[src/rtl/led_matrix_scan.sv]
// LED matrix scan controller for a 64x64 panel with 4-bit pixel intensity.
// Each row is shown in 15 binary-weighted-by-count subframes. For each
// subframe it shifts 64 column bits out serially, latches them, then holds
// the panel enabled for SHOW_CYCLES clocks.
//
// Ports:
//   clk        system clock, all logic on posedge
//   reset      synchronous reset, active-high
//   enable     scan-run request, sampled in IDLE and at the end of SHOW
//   ram_addr   frame-buffer read address {row, col}
//   ram_q      frame-buffer data, 2-cycle read latency
//   row_sel    panel row address, updated in the LATCH cycle
//   ser_data   column shift data
//   ser_clk    column shift clock, panel samples on rising edge
//   latch      column latch strobe
//   oe_n       panel output enable, active-low
//   frame_done one-cycle pulse after the last subframe of the frame
module led_matrix_scan #(
   parameter int unsigned SHOW_CYCLES = 32
) (
   input  logic        clk,
   input  logic        reset,
   input  logic        enable,
   output logic [11:0] ram_addr,
   input  logic [3:0]  ram_q,
   output logic [5:0]  row_sel,
   output logic        ser_data,
   output logic        ser_clk,
   output logic        latch,
   output logic        oe_n,
   output logic        frame_done
);

   typedef enum logic [2:0] {
      StIdle,
      StPrime,
      StShift,
      StLatch,
      StShow
   } state_e;

   localparam logic [7:0] ShowLast  = 8'(SHOW_CYCLES - 1);
   localparam logic [7:0] PrimeLast = 8'd1;
   localparam logic [7:0] ShiftLast = 8'd127;

   state_e     state_q, state_d;
   logic [7:0] cnt_q, cnt_d;
   logic [5:0] row_q, row_d;
   logic [3:0] sub_q, sub_d;
   logic [5:0] row_sel_q, row_sel_d;
   logic       frame_done_q, frame_done_d;
   logic [5:0] col_ahead;

   // Two shift cycles per column; address runs one column ahead of the bit
   // period being shifted, which with the 2-cycle read latency lines the data
   // up with the period it belongs to. Column 0 is fetched during PRIME.
   assign col_ahead = cnt_q[6:1] + 6'd1;

   always_comb begin
      state_d      = state_q;
      cnt_d        = cnt_q + 8'd1;
      row_d        = row_q;
      sub_d        = sub_q;
      row_sel_d    = row_sel_q;
      frame_done_d = 1'b0;
      ram_addr     = {row_q, 6'd0};
      ser_data     = 1'b0;
      ser_clk      = 1'b0;
      latch        = 1'b0;
      oe_n         = 1'b1;

      unique case (state_q)
         StIdle: begin
            cnt_d = 8'd0;
            if (enable) begin
               state_d = StPrime;
            end
         end

         StPrime: begin
            if (cnt_q == PrimeLast) begin
               state_d = StShift;
               cnt_d   = 8'd0;
            end
         end

         StShift: begin
            ram_addr = {row_q, col_ahead};
            ser_clk  = cnt_q[0];
            ser_data = (ram_q > sub_q);
            if (cnt_q == ShiftLast) begin
               state_d   = StLatch;
               cnt_d     = 8'd0;
               // Loaded on entry so row_sel already shows the row during LATCH.
               row_sel_d = row_q;
            end
         end

         StLatch: begin
            latch   = 1'b1;
            state_d = StShow;
            cnt_d   = 8'd0;
         end

         StShow: begin
            oe_n = 1'b0;
            if (cnt_q == ShowLast) begin
               cnt_d   = 8'd0;
               state_d = enable ? StPrime : StIdle;
               if (sub_q != 4'd14) begin
                  sub_d = sub_q + 4'd1;
               end else begin
                  sub_d = 4'd0;
                  if (row_q != 6'd63) begin
                     row_d = row_q + 6'd1;
                  end else begin
                     row_d        = 6'd0;
                     frame_done_d = 1'b1;
                  end
               end
            end
         end

         default: begin
            state_d = StIdle;
            cnt_d   = 8'd0;
         end
      endcase
   end

   always_ff @(posedge clk) begin
      if (reset) begin
         state_q      <= StIdle;
         cnt_q        <= 8'd0;
         row_q        <= 6'd0;
         sub_q        <= 4'd0;
         row_sel_q    <= 6'd0;
         frame_done_q <= 1'b0;
      end else begin
         state_q      <= state_d;
         cnt_q        <= cnt_d;
         row_q        <= row_d;
         sub_q        <= sub_d;
         row_sel_q    <= row_sel_d;
         frame_done_q <= frame_done_d;
      end
   end

   assign row_sel    = row_sel_q;
   assign frame_done = frame_done_q;

endmodule

[config.mk]
export PLATFORM = sky130hd
export DESIGN_NAME = led_matrix_scan
export DESIGN_NICKNAME = d
export VERILOG_FILES = /design/src/rtl/led_matrix_scan.sv
export SDC_FILE = /design/constraint.sdc
export NUM_CORES = 1
export LEC_CHECK = 0
export CAP_MARGIN = 5
export CORE_UTILIZATION = 45
export CTS_BUF_LIST = sky130_fd_sc_hd__clkbuf_4
export DETAILED_ROUTE_END_ITERATION = 12
export PLACE_DENSITY = 0.71
export REMOVE_ABC_BUFFERS = 1
export SYNTH_ARGS = -nofsm -noshare
export SYNTH_HDL_FRONTEND = slang
export SYNTH_SLANG_ARGS = --single-unit
[constraint.sdc]
create_clock -name clk -period 2.4 [get_ports clk]
set_input_delay 0.48 -clock clk [delete_from_list [all_inputs] [get_ports clk]]
set_output_delay 0.48 -clock clk [all_outputs]
set_load 0.01 [all_outputs]
==> results of run 1 <==
[area by class of cell]
class | instances | share of cell area
tap | 44 | 0.0285
timing repair buffer | 35 | 0.172
clock inverter | 1 | 0.0155
sequential | 28 | 0.296
clock buffer | 3 | 0.0117
multi-input combinational | 137 | 0.455
inverter | 11 | 0.0214
[cells by family (layout without fill, tap and decap cells)]
kind of cell | Yosys count | after routing
compound gates | 31 | 31
xor+xnor | 12 | 12
fa+ha+maj | 8 | 8
buf+inv | 19 | 50
flops | 28 | 28
mux | 7 | 7
simple gates | 79 | 79
[what timing repair did]
action | CTS | global route
gates resized for setup | 5 | 9
setup endpoints to repair | 6 | 6
pin swaps | 1 | 0
setup buffers | 0 | 0
[power groups by stage]
stage          registers [W]  logic (W)  clock network [W]
3_3_place_gp        0.000484  0.0000566                  0
3_5_place_dp        0.000484  0.0000581                  0
5_1_grt             0.000475  0.0000648           0.000339
2_1_floorplan       0.000483  0.0000288                  0
4_1_cts             0.000474  0.0000583           0.000318
6_report            0.000474  0.0000590           0.000312
[layout by cell type, fill, tap and decap left out, types with 8 or more instances in the layout]
master	n
sky130_fd_sc_hd__inv_1	11
sky130_fd_sc_hd__xnor2_1	8
sky130_fd_sc_hd__clkdlybuf4s50_1	27
sky130_fd_sc_hd__o21ai_0	8
sky130_fd_sc_hd__nor2_1	21
sky130_fd_sc_hd__nor3_1	11
sky130_fd_sc_hd__nand2_1	11
sky130_fd_sc_hd__a21oi_1	13
sky130_fd_sc_hd__dfxtp_1	23
sky130_fd_sc_hd__nand3_1	9
[through the flow]
stage	power, W	hold slack [ns]	utilization
finish	0.000845	0.520	0.623
global route	0.000879	0.557	0.623
CTS	0.000851	0.529	0.619
detailed placement	0.000542	0.493	0.601
global placement	0.000541	0.481	0.601
floorplan	0.000511	0.469	-
[path summary, 6_finish.rpt]
kind / endpoint / slack, ns / depth (start not counted)
hold / removal: row_sel[4] / 0.52 / 2
setup / recovery: ram_addr[5] / 0.06 / 3
setup reg to reg: cnt_q[5] / 0.22 / 5
hold reg to reg: row_sel[4] / 0.52 / 2
[state kept, by name (all words and copies together) (netlist names)]
signal and cells:
cnt_q 8, frame_done 1, row_sel 6, sub_q 4
row_q 6, state_q 3
[metal layers]
metal,track usage,up-vias,share of wire
li1,-,709,-
met1,0.295,658,0.46
met2,0.332,40,0.47
met3,0.0260,5,0.049
met4,0.0731,0,0.013
met5,0,-,0
[worst max-delay path, stage by stage (launching register included)]
cell                              delay, ns
sky130_fd_sc_hd__dfxtp_4               0.41
sky130_fd_sc_hd__or3b_4                0.43
sky130_fd_sc_hd__nor2_1                0.13
sky130_fd_sc_hd__clkdlybuf4s50_1       0.54
==> results.md, run 1 <==
- The flow ran to the end, and the final reports show no timing, DRC or antenna violations.
- The die extent in x is 59.9 µm.
- The internal power contribution is 0.000663 W.
- The area taken by flip-flops and latches is 572 µm².
- The global routing usage summed across all routing layers is 0.211.
- The post-cts hold buffer count is 0.
- The combined area of the multi-input logic cells is 880 µm².
- Of the total power, registers draw 0.560.
- VDD sags by at most 232 µV.
- The headroom to the max-slew limit is 0.586.
- The initial antenna violation count is 0.
- Summed over all nets, the switching power comes to 0.000181 W.
- The share of total power dissipated in the clock network is 0.370.
- The initial utilization of the core area, before any placement, comes to 0.485.
- The main combinational cell family by area after synthesis is simple AND/OR/NAND/NOR gates.
- The worst setup path is captured at an output pin.
- The first detailed-routing pass took 4 iterations.
- Of the total power, the share spent switching nets is 0.215.
- The distinct cell type count of the synthesized netlist is 34.
- The total power divided by cell area is 437 mW/mm².
- Timing would allow up to 0.428 GHz.
- The final weighted congestion in routability-driven placement is 0.845.
- The critical path in this run is classified as reg -> out.
- The reported leakage power is 0.654 nW.
- Including well taps, the total number of placed cells is 255.
- The estimated wirelength of the detail-placed design is 2540 µm.
- During synthesis, Yosys emitted a total of 0 warnings.
- The origin of the critical flop-to-flop path is cnt_q[5].
- The aggregate routed wire length is 3400 µm.
- The worst-margin pin slew is 0.619 ns.
- The count of vias placed by the detailed router is 1,412.
- The count of nets left with antenna violations once routing finished came out at 0.
- TritonCTS built the clock tree.
- The average routed wire per standard cell is 13.1 µm.
- The number of hold-slack violations in the final timing report was 0.
- The worst hold path begins at row_sel[4].
- For the worst setup path, the data arrival time is 1.86 ns.
- The tool flagged a number of max-cap violations equal to 0.
- The maximum count of clock buffers along a single path is 2.
- The area share of and/or/nand/nor cells after synthesis is 0.271.
- The biggest area contributor in the post-synthesis netlist is sky130_fd_sc_hd__dfxtp_1.
- The non-filler instance count after layout is 259.
- The worst hold path belongs to the class reg -> reg.
- Counting the buffers created by CTS gives 3.
- After synthesis, the share of cell area in mux cells is 0.0465.
- The synthesized area is 0.00151 mm².
- Of the total synthesized cell area, the portion taken by XOR and XNOR cells is 0.0698.
- In this run the worst path has a maximum fanout of 8.
- The sequential-to-total area share from yosys stat is 0.372.
- The first global-routing pass estimated 5740 µm of wire.
- Setup slack closes at 0.0619 ns.
- The area growth from synthesis to layout is 28.3%.
- The later pin in the worst-skew pair is clocked with a latency of 0.33 ns.
- The final setup skew is 0.00619 ns.
- The finished layout cell area is 0.00193 mm².
- The post-detailed-route via-to-cell ratio is 5.45.
- The final-report max-slew violation count is 0.
- Of the total synthesized cell area, the portion taken by full adders, half adders and majority gates is 0.0664.
- The count of endpoints failing setup in the final report is 0.
- STA classifies the critical path startpoint as a flip-flop.
- The area enclosed by the die boundary is 0.00358 mm².
- The share of post-route cells with drive strength above 1 is 0.107.
- The total of buffers placed on input and output ports is 29.
- The share of total power dissipated in combinational logic is 0.070.
- The count of unresolved DRC violations after routing is 0.
- 0 antenna diodes ended up in the layout.
- The predominant post-synthesis flop cell is sky130_fd_sc_hd__dfxtp_1.
- Pin placement for this block handled 30 I/O pins.
- The clock transition at the registers of the reported paths is 0.16 ns.
- The flip-flop and latch count after synthesis is 28.
- Row generation in the floorplan step produced 20 rows.
- In this run, the number of DRC markers left after iteration 0 of detailed routing was 74.
- The worst setup slack before clock tree synthesis is -0.238 ns.
- Yosys attributes the largest share of cell area to sky130_fd_sc_hd__dfxtp_1 37%, sky130_fd_sc_hd__ha_1 6.6%, sky130_fd_sc_hd__nor2_1 5.5%.
- Counting every instance in the synthesized netlist gives 184.
- The number of flops mapped to enable cells by yosys is 0.
- The launch point of the worst path is state_q[1].
- The core area is 0.00310 mm².
- Counting flops with an async set or reset pin after synthesis yields a share of 0.
- The net count of the finished layout is 231.
- The pin count of the biggest net entering global routing is 22.
- The number of global-route vias before repair was 1,271.
- In this run the number of H-tree levels came out at 1.
- In this run the cell area measured after placement is 0.00186 mm².
- The final sum of negative setup slack is 0 ns.
- Ranked by instance count, the synthesized netlist is headed by 28 x sky130_fd_sc_hd__dfxtp_1, 22 x sky130_fd_sc_hd__nor2_1, 13 x sky130_fd_sc_hd__a21oi_1.
- The share of the synthesized area in compound gates (AO/OA/AOI/OAI) was 0.125.
- The mean instance size in the synthesized netlist is 8.19 µm².
- The clock sink count is 28.
- The total congestion overflow after global routing is 0.
- Of the post-synthesis cell area, the dominant cell type holds 0.372.
- The most frequently used cell type in the post-synthesis netlist is sky130_fd_sc_hd__dfxtp_1.
- After layout, the minimum clock period comes to 2.34 ns.
- The required arrival time at the worst endpoint is 1.92 ns.
- The post-route fraction of the period consumed by the critical path is 0.974.
- The clock tree root buffer cell is sky130_fd_sc_hd__clkbuf_4.
- The count of filler cells inserted in the layout is 294.
- The die height is 59.9 µm.
Note: power is estimated with default switching activity, not from simulation.
==> run 2: changes to the inputs <==
GPL_TIMING_DRIVEN = 0   (was default)
MAX_ROUTING_LAYER = met4   (was default)
==> results.md, run 2 (synthesis results as in run 1) <==
- The critical path's top delay family is buffers and inverters (was simple AND/OR/NAND/NOR gates).
- The clock transition at the registers of the reported paths is 0.14 ns (was 0.16 ns).
- The aggregate routed wire length is 3460 µm (was 3400 µm).
- The post-detailed-route via-to-cell ratio came to 5.43 (was 5.45).
- The worst setup slack before clock tree synthesis was -0.232 ns (was -0.238 ns).
- The estimated wirelength of the detail-placed design came to 2470 µm (was 2540 µm).
- The total of buffers placed on input and output ports is 29 (unchanged).
- The core area is 0.00310 mm² (unchanged).
- The biggest fanout along the worst timing path is 2 (was 8).
- The largest stage delay on the critical path is 0.51 ns (was 0.54 ns).
- The residual antenna-violating net count after detailed routing was 0 (unchanged).
- The final-report max-slew violation count was 0 (unchanged).
- The count of endpoints failing setup in the final report is 0 (unchanged).
- The worst endpoint data arrival time was 1.87 ns (was 1.86 ns).
- The number of top-level pins is 30 (unchanged).
- The share of post-route cells with drive strength above 1 came to 0.118 (was 0.107).
- The average routed wire per standard cell is 13.5 µm (was 13.1 µm).
- The total iterations of the first detailed-routing run is 5 (was 4).
- The net switching component of the power was 0.000176 W (was 0.000181 W).
- The required arrival time at the worst endpoint was 1.92 ns (about the same).
- The post-route fraction of the period consumed by the critical path is 0.981 (was 0.974).
- The final setup skew is 0.00254 ns (was 0.00619 ns).
- The DRC violation total after the first TritonRoute iteration is 85 (was 74).
- The cell type of the slowest stage on the worst timing path is sky130_fd_sc_hd__clkdlybuf4s50_1 (unchanged).
- The area enclosed by the die boundary was 0.00358 mm² (unchanged).
- The part of the total power dissipated in combinational logic is 0.091 (was 0.070).
- The time the final worst path needs with I/O delays and setup was 2.35 ns (was 2.34 ns).
- The initial antenna violation count is 0 (unchanged).
- The die extent in x is 59.9 µm (unchanged).
- The number of buffers created by CTS is 3 (unchanged).
- Result of the run: finished, final reports clean (unchanged).
- The die height came to 59.9 µm (unchanged).
- The insertion delay to the later sink of the worst-skew pair is 0.33 ns (about the same).
- The worst setup margin is 0.0458 ns (was 0.0619 ns).
- The number of global-route vias before repair was 1,285 (was 1,271).
- The sequential power share is 0.645 (was 0.560).
- The count of unresolved DRC violations after routing is 0 (unchanged).
- The count of vias placed by the detailed router is 1,390 (was 1,412).
- The number of H-tree levels was 1 (unchanged).
- The class of the tightest hold or removal check is reg -> reg (unchanged).
- The critical path startpoint category is a primary input (was flip-flop).
- The global-route wire length before repair was 5820 µm (was 5740 µm).
- The reported leakage power is 0.633 nW (was 0.654 nW).
- The number of hold-slack violations in the final timing report is 0 (unchanged).
- The internal power contribution was 0.000555 W (was 0.000663 W).
- The type of the worst setup path was in -> out (was reg -> out).
- The headroom to the max-slew limit is 0.440 (was 0.586).
- The non-filler instance count after layout is 256 (was 259).
- The number of core rows is 20 (unchanged).
- Cell chain of the critical path: clkdlybuf4s50_1 > ha_4 > nand3_2 > o22ai_2 > o221a_2 > dlygate4sd2_1 (was or3b_4 > nor2_1 > clkdlybuf4s50_1).
- The maximum count of clock buffers along a single path is 2 (unchanged).
- The clock sink count was 28 (unchanged).
- The total power divided by cell area is 376 mW/mm² (was 437 mW/mm²).
- The most common cell after layout, fill and taps aside is sky130_fd_sc_hd__clkdlybuf4s50_1 (unchanged).
- The area added between synthesis and finish is 29.1% (was 28.3%).
- The max-capacitance violation count is 0 (unchanged).
- The total congestion overflow after global routing was 0 (unchanged).
- The number of nets in the finished design is 229 (was 231).
- The CTS tree is done (unchanged).
- The share of power burned in the clock network came to 0.265 (was 0.370).
- The total buffers and inverters traversed by the critical path is 2 (was 1).
- The nature of the critical path endpoint is an output pin (unchanged).
- The global routing usage summed across all routing layers is 0.217 (was 0.211).
- The final weighted congestion in routability-driven placement was 0.850 (was 0.845).
- The pin count of the biggest net entering global routing was 23 (was 22).
- The worst-margin pin slew is 0.833 ns (was 0.619 ns).
- The number of flip-flops under the largest register name is 8 (unchanged).
- The starting density of the core is 0.485 (unchanged).
- The clock tree root buffer cell is sky130_fd_sc_hd__clkbuf_4 (unchanged).
- The instance count after placement with tap cells included was 249 (was 255).
- Commonest non-fill, non-tap cells in the layout: 27 x sky130_fd_sc_hd__clkdlybuf4s50_1, 22 x sky130_fd_sc_hd__nor2_1, 22 x sky130_fd_sc_hd__dfxtp_1, 12 x sky130_fd_sc_hd__a21oi_1 (was 27 x sky130_fd_sc_hd__clkdlybuf4s50_1, 23 x sky130_fd_sc_hd__dfxtp_1, 21 x sky130_fd_sc_hd__nor2_1, 13 x sky130_fd_sc_hd__a21oi_1).
- The core occupancy in the finished layout is 0.627 (was 0.623).
- The maximum ir drop on the vdd rail is 458 µV (was 232 µV).
- The number of antenna diodes was 0 (unchanged).
- The highest achievable clock rate is 0.425 GHz (was 0.428 GHz).
- The proportion of total power due to net switching came to 0.240 (was 0.215).
- The overall power consumption is 0.000731 W (was 0.000845 W).
- The largest register by flop count was cnt_q (unchanged).
==> run 2: routing by layer <==
metal  global-route usage  vias to the layer above  wire (µm)
met4               0.0498                        0         26
met3               0.0476                        4        155
li1                     -                      704          -
met1                0.290                      651       1650
met2                0.333                       31       1630
met5                    -                        -          0
==> run 2: worst paths after layout <==
| kind | startpoint | to | slack (ns) | cells past startpoint |
|---|---|---|---|---|
| min | state_q[2] | state_q[1] | 0.50 | 1 |
| max | ram_q[3] | ser_data | 0.05 | 6 |
| max reg2reg | state_q[2] | row_q[5] | 0.14 | 4 |
| min reg2reg | state_q[2] | state_q[1] | 0.50 | 1 |
==> run 2: layout make-up <==
cell class	instances	area, µm²
inverter	11	41.3
multi-input combinational	137	928
clock buffer	3	22.5
tap	44	55.1
fill	299	1160
sequential	28	576
timing repair buffer	33	322
==> run 2: power by group through the flow <==
stage / clock (W) / combinational [W] / sequential [W]
2_1_floorplan: 0 / 0.0000288 / 0.000483
3_3_place_gp: 0 / 0.0000511 / 0.000484
3_5_place_dp: 0 / 0.0000530 / 0.000484
4_1_cts: 0.000197 / 0.0000589 / 0.000475
5_1_grt: 0.000215 / 0.0000726 / 0.000473
6_report: 0.000193 / 0.0000663 / 0.000471
==> run 2: timing repair <==
| action | 4_1_cts | 5_1_grt |
|---|---|---|
| setup buffers | 4 | 0 |
| gates resized for setup | 7 | 13 |
| hold buffers | 0 | 0 |
| setup endpoints to repair | 14 | 8 |
| cloned | 0 | 0 |
| pin swaps | 4 | 1 |
==> run 2: through the flow <==
| stage | hold WS (ns) | cell area [µm²] | setup TNS, ns |
|---|---|---|---|
| 2_1_floorplan | 0.469 | 1470 | 0 |
| 3_3_place_gp | 0.478 | 1820 | -0.600 |
| 3_5_place_dp | 0.491 | 1820 | -0.818 |
| 4_1_cts | 0.523 | 1880 | 0 |
| 5_1_grt | 0.514 | 1940 | -0.00291 |
| 6_report | 0.498 | 1940 | 0 |
==> run 3: changes to the inputs <==
clock period = 2.8 ns   (was 2.4 ns; I/O delays follow)
==> results.md, run 3 (synthesis results as in run 1) <==
- The critical path startpoint category was a flip-flop (was primary input).
- The residual antenna-violating net count after detailed routing is 0 (unchanged).
- The overall power consumption is 0.000619 W (was 0.000731 W).
- The average routed wire per standard cell came to 13.3 µm (was 13.5 µm).
- The total iterations of the first detailed-routing run is 5 (unchanged).
- The count of cells along the worst register-to-register path is 5 (was 4).
- The non-filler instance count after layout came to 252 (was 256).
- The post-detailed-route via-to-cell ratio is 5.46 (was 5.43).
- The clock tree root buffer cell is sky130_fd_sc_hd__clkbuf_4 (unchanged).
- The count of vias placed by the detailed router is 1,376 (was 1,390).
- The number of nets in the finished design is 225 (was 229).
- The clock sink count came to 28 (unchanged).
- The number of buffers created by CTS was 3 (unchanged).
- The area enclosed by the die boundary is 0.00358 mm² (unchanged).
- The clock transition at the registers of the reported paths is 0.14 ns (about the same).
- The area added between synthesis and finish is 23.1% (was 29.1%).
- The class of the tightest hold or removal check is reg -> reg (unchanged).
- The startpoint of the worst hold path was row_sel[2] (was state_q[2]).
- The final-report max-slew violation count is 0 (unchanged).
- The number of flip-flops under the largest register name was 8 (unchanged).
- Dividing the final minimum period by the clock period gives 0.941.
- Result of the run: finished, final reports clean (unchanged).
- The starting density of the core came to 0.485 (unchanged).
- The maximum ir drop on the vdd rail is 389 µV (was 458 µV).
- The time the final worst path needs with I/O delays and setup is 2.64 ns.
- The headroom to the max-slew limit is 0.427 (was 0.440).
- The final sum of negative setup slack is 0 ns (unchanged).
- The sequential power share is 0.657 (was 0.645).
- The count of unresolved DRC violations after routing is 0 (unchanged).
- The net switching component of the power is 0.000146 W (was 0.000176 W).
- The biggest fanout along the worst timing path is 8 (was 2).
- The largest register by flop count is cnt_q (unchanged).
- The core area came to 0.00310 mm² (unchanged).
- The final weighted congestion in routability-driven placement is 0.850 (unchanged).
- The insertion delay to the later sink of the worst-skew pair came to 0.33 ns (about the same).
- The CTS tree is done (unchanged).
- The final setup skew is 0.00530 ns (was 0.00254 ns).
- The maximum count of clock buffers along a single path is 2 (unchanged).
- The internal power contribution is 0.000472 W (was 0.000555 W).
- The number of core rows is 20 (unchanged).
- The launch point of the worst path is state_q[1] (was ram_q[3]).
- The worst endpoint data arrival time came to 2.08 ns (was 1.87 ns).
- The nature of the critical path endpoint is an output pin (unchanged).
- Setup repair after global routing left no endpoint under its margin.
- The total congestion overflow after global routing is 0 (unchanged).
- The number of antenna diodes is 0 (unchanged).
- The number of H-tree levels is 1 (unchanged).
- The die height came to 59.9 µm (unchanged).
- Based on the critical path, the design can be clocked at up to 0.379 GHz.
- The number of top-level pins came to 30 (unchanged).
- The max-capacitance violation count is 0 (unchanged).
- The die extent in x came to 59.9 µm (unchanged).
- The pin count of the biggest net entering global routing is 23 (unchanged).
- The part of the total power dissipated in combinational logic is 0.078 (was 0.091).
- The proportion of total power due to net switching came to 0.236 (was 0.240).
- The worst-margin pin slew is 0.860 ns (was 0.833 ns).
- The global-route wire length before repair is 5530 µm (was 5820 µm).
- The share of power burned in the clock network is 0.265 (about the same).
- The origin of the critical flop-to-flop path was cnt_q[0] (was state_q[2]).
- The required arrival time at the worst endpoint is 2.24 ns (was 1.92 ns).
- The buffer count from post-CTS setup fixing came to 0 (was 4).
- The number of hold-slack violations in the final timing report is 0 (unchanged).
- The instance count after placement with tap cells included came to 249 (unchanged).
- The number of cells on the worst hold path is 2 (was 1).
- Commonest non-fill, non-tap cells in the layout: 28 x sky130_fd_sc_hd__dfxtp_1, 28 x sky130_fd_sc_hd__clkdlybuf4s50_1, 22 x sky130_fd_sc_hd__nor2_1, 12 x sky130_fd_sc_hd__a21oi_1 (was 27 x sky130_fd_sc_hd__clkdlybuf4s50_1, 22 x sky130_fd_sc_hd__nor2_1, 22 x sky130_fd_sc_hd__dfxtp_1, 12 x sky130_fd_sc_hd__a21oi_1).
- The share of post-route cells with drive strength above 1 was 0.0481 (was 0.118).
- The aggregate routed wire length came to 3340 µm (was 3460 µm).
- The reported leakage power was 0.612 nW (was 0.633 nW).
- The total of buffers placed on input and output ports is 29 (unchanged).
- The final-layout worst hold slack is 0.517 ns (was 0.498 ns).
- The total power divided by cell area is 334 mW/mm² (was 376 mW/mm²).
- The count of endpoints failing setup in the final report is 0 (unchanged).
- The type of the worst setup path is reg -> out (was in -> out).
- The global routing usage summed across all routing layers is 0.207 (was 0.217).
- The DRC violation total after the first TritonRoute iteration is 83 (was 85).
- The number of global-route vias before repair came to 1,221 (was 1,285).
- The initial antenna violation count is 0 (unchanged).
- The estimated wirelength of the detail-placed design is 2470 µm (unchanged).
run 3: layout make-up:
type | count | area [µm²]
Inverter | 11 | 41.3
Clock buffer | 3 | 22.5
Multi-Input combinational cell | 137 | 882
Sequential cell | 28 | 561
Fill cell | 310 | 1250
Timing Repair Buffer | 29 | 293
Tap cell | 44 | 55.1
run 3: layer usage:
| layer | vias up | wire length, µm | part of all wire | track usage |
|---|---|---|---|---|
| met5 | - | 0 | 0 | - |
| met4 | 0 | 31 | 0.0093 | 0.0465 |
| met3 | 4 | 114 | 0.034 | 0.0411 |
| met2 | 25 | 1550 | 0.46 | 0.317 |
| met1 | 651 | 1640 | 0.49 | 0.281 |
| li1 | 696 | - | - | - |
run 3: through the flow:
stage | utilization | setup slack [ns] | instance area (µm²)
floorplan | - | 0.560 | 1470
global placement | 0.586 | 0.00267 | 1820
detailed placement | 0.586 | 0.00806 | 1820
CTS | 0.594 | 0.00220 | 1840
global route | 0.598 | 0.0602 | 1850
finish | 0.598 | 0.164 | 1850
run 3: worst paths after layout:
check,end,slack (ns)
setup / recovery,ram_addr[4],0.16
hold / removal,row_sel[2],0.52
setup reg to reg,row_q[5],0.21
hold reg to reg,row_sel[2],0.52
run 3: power groups by stage:
stage | Sequential (W) | Combinational (W) | Clock (W)
after global placement | 0.000415 | 0.0000438 | 0
final | 0.000407 | 0.0000481 | 0.000164
after global routing | 0.000408 | 0.0000529 | 0.000184
after floorplan | 0.000414 | 0.0000247 | 0
after detailed placement | 0.000415 | 0.0000454 | 0
after CTS | 0.000407 | 0.0000460 | 0.000169
run 3: worst max-delay path, stage by stage, from the launching register on:
cell,delay (ns)
sky130_fd_sc_hd__dfxtp_1,0.48
sky130_fd_sc_hd__or3b_2,0.58
sky130_fd_sc_hd__nor2_1,0.15
sky130_fd_sc_hd__clkdlybuf4s50_1,0.54
run 3: repair_timing:
action,4_1_cts,5_1_grt
endpoints found under the setup margin,0,1
endpoints found under the hold margin,0,0
gates resized for setup,0,3
hold buffers,0,0
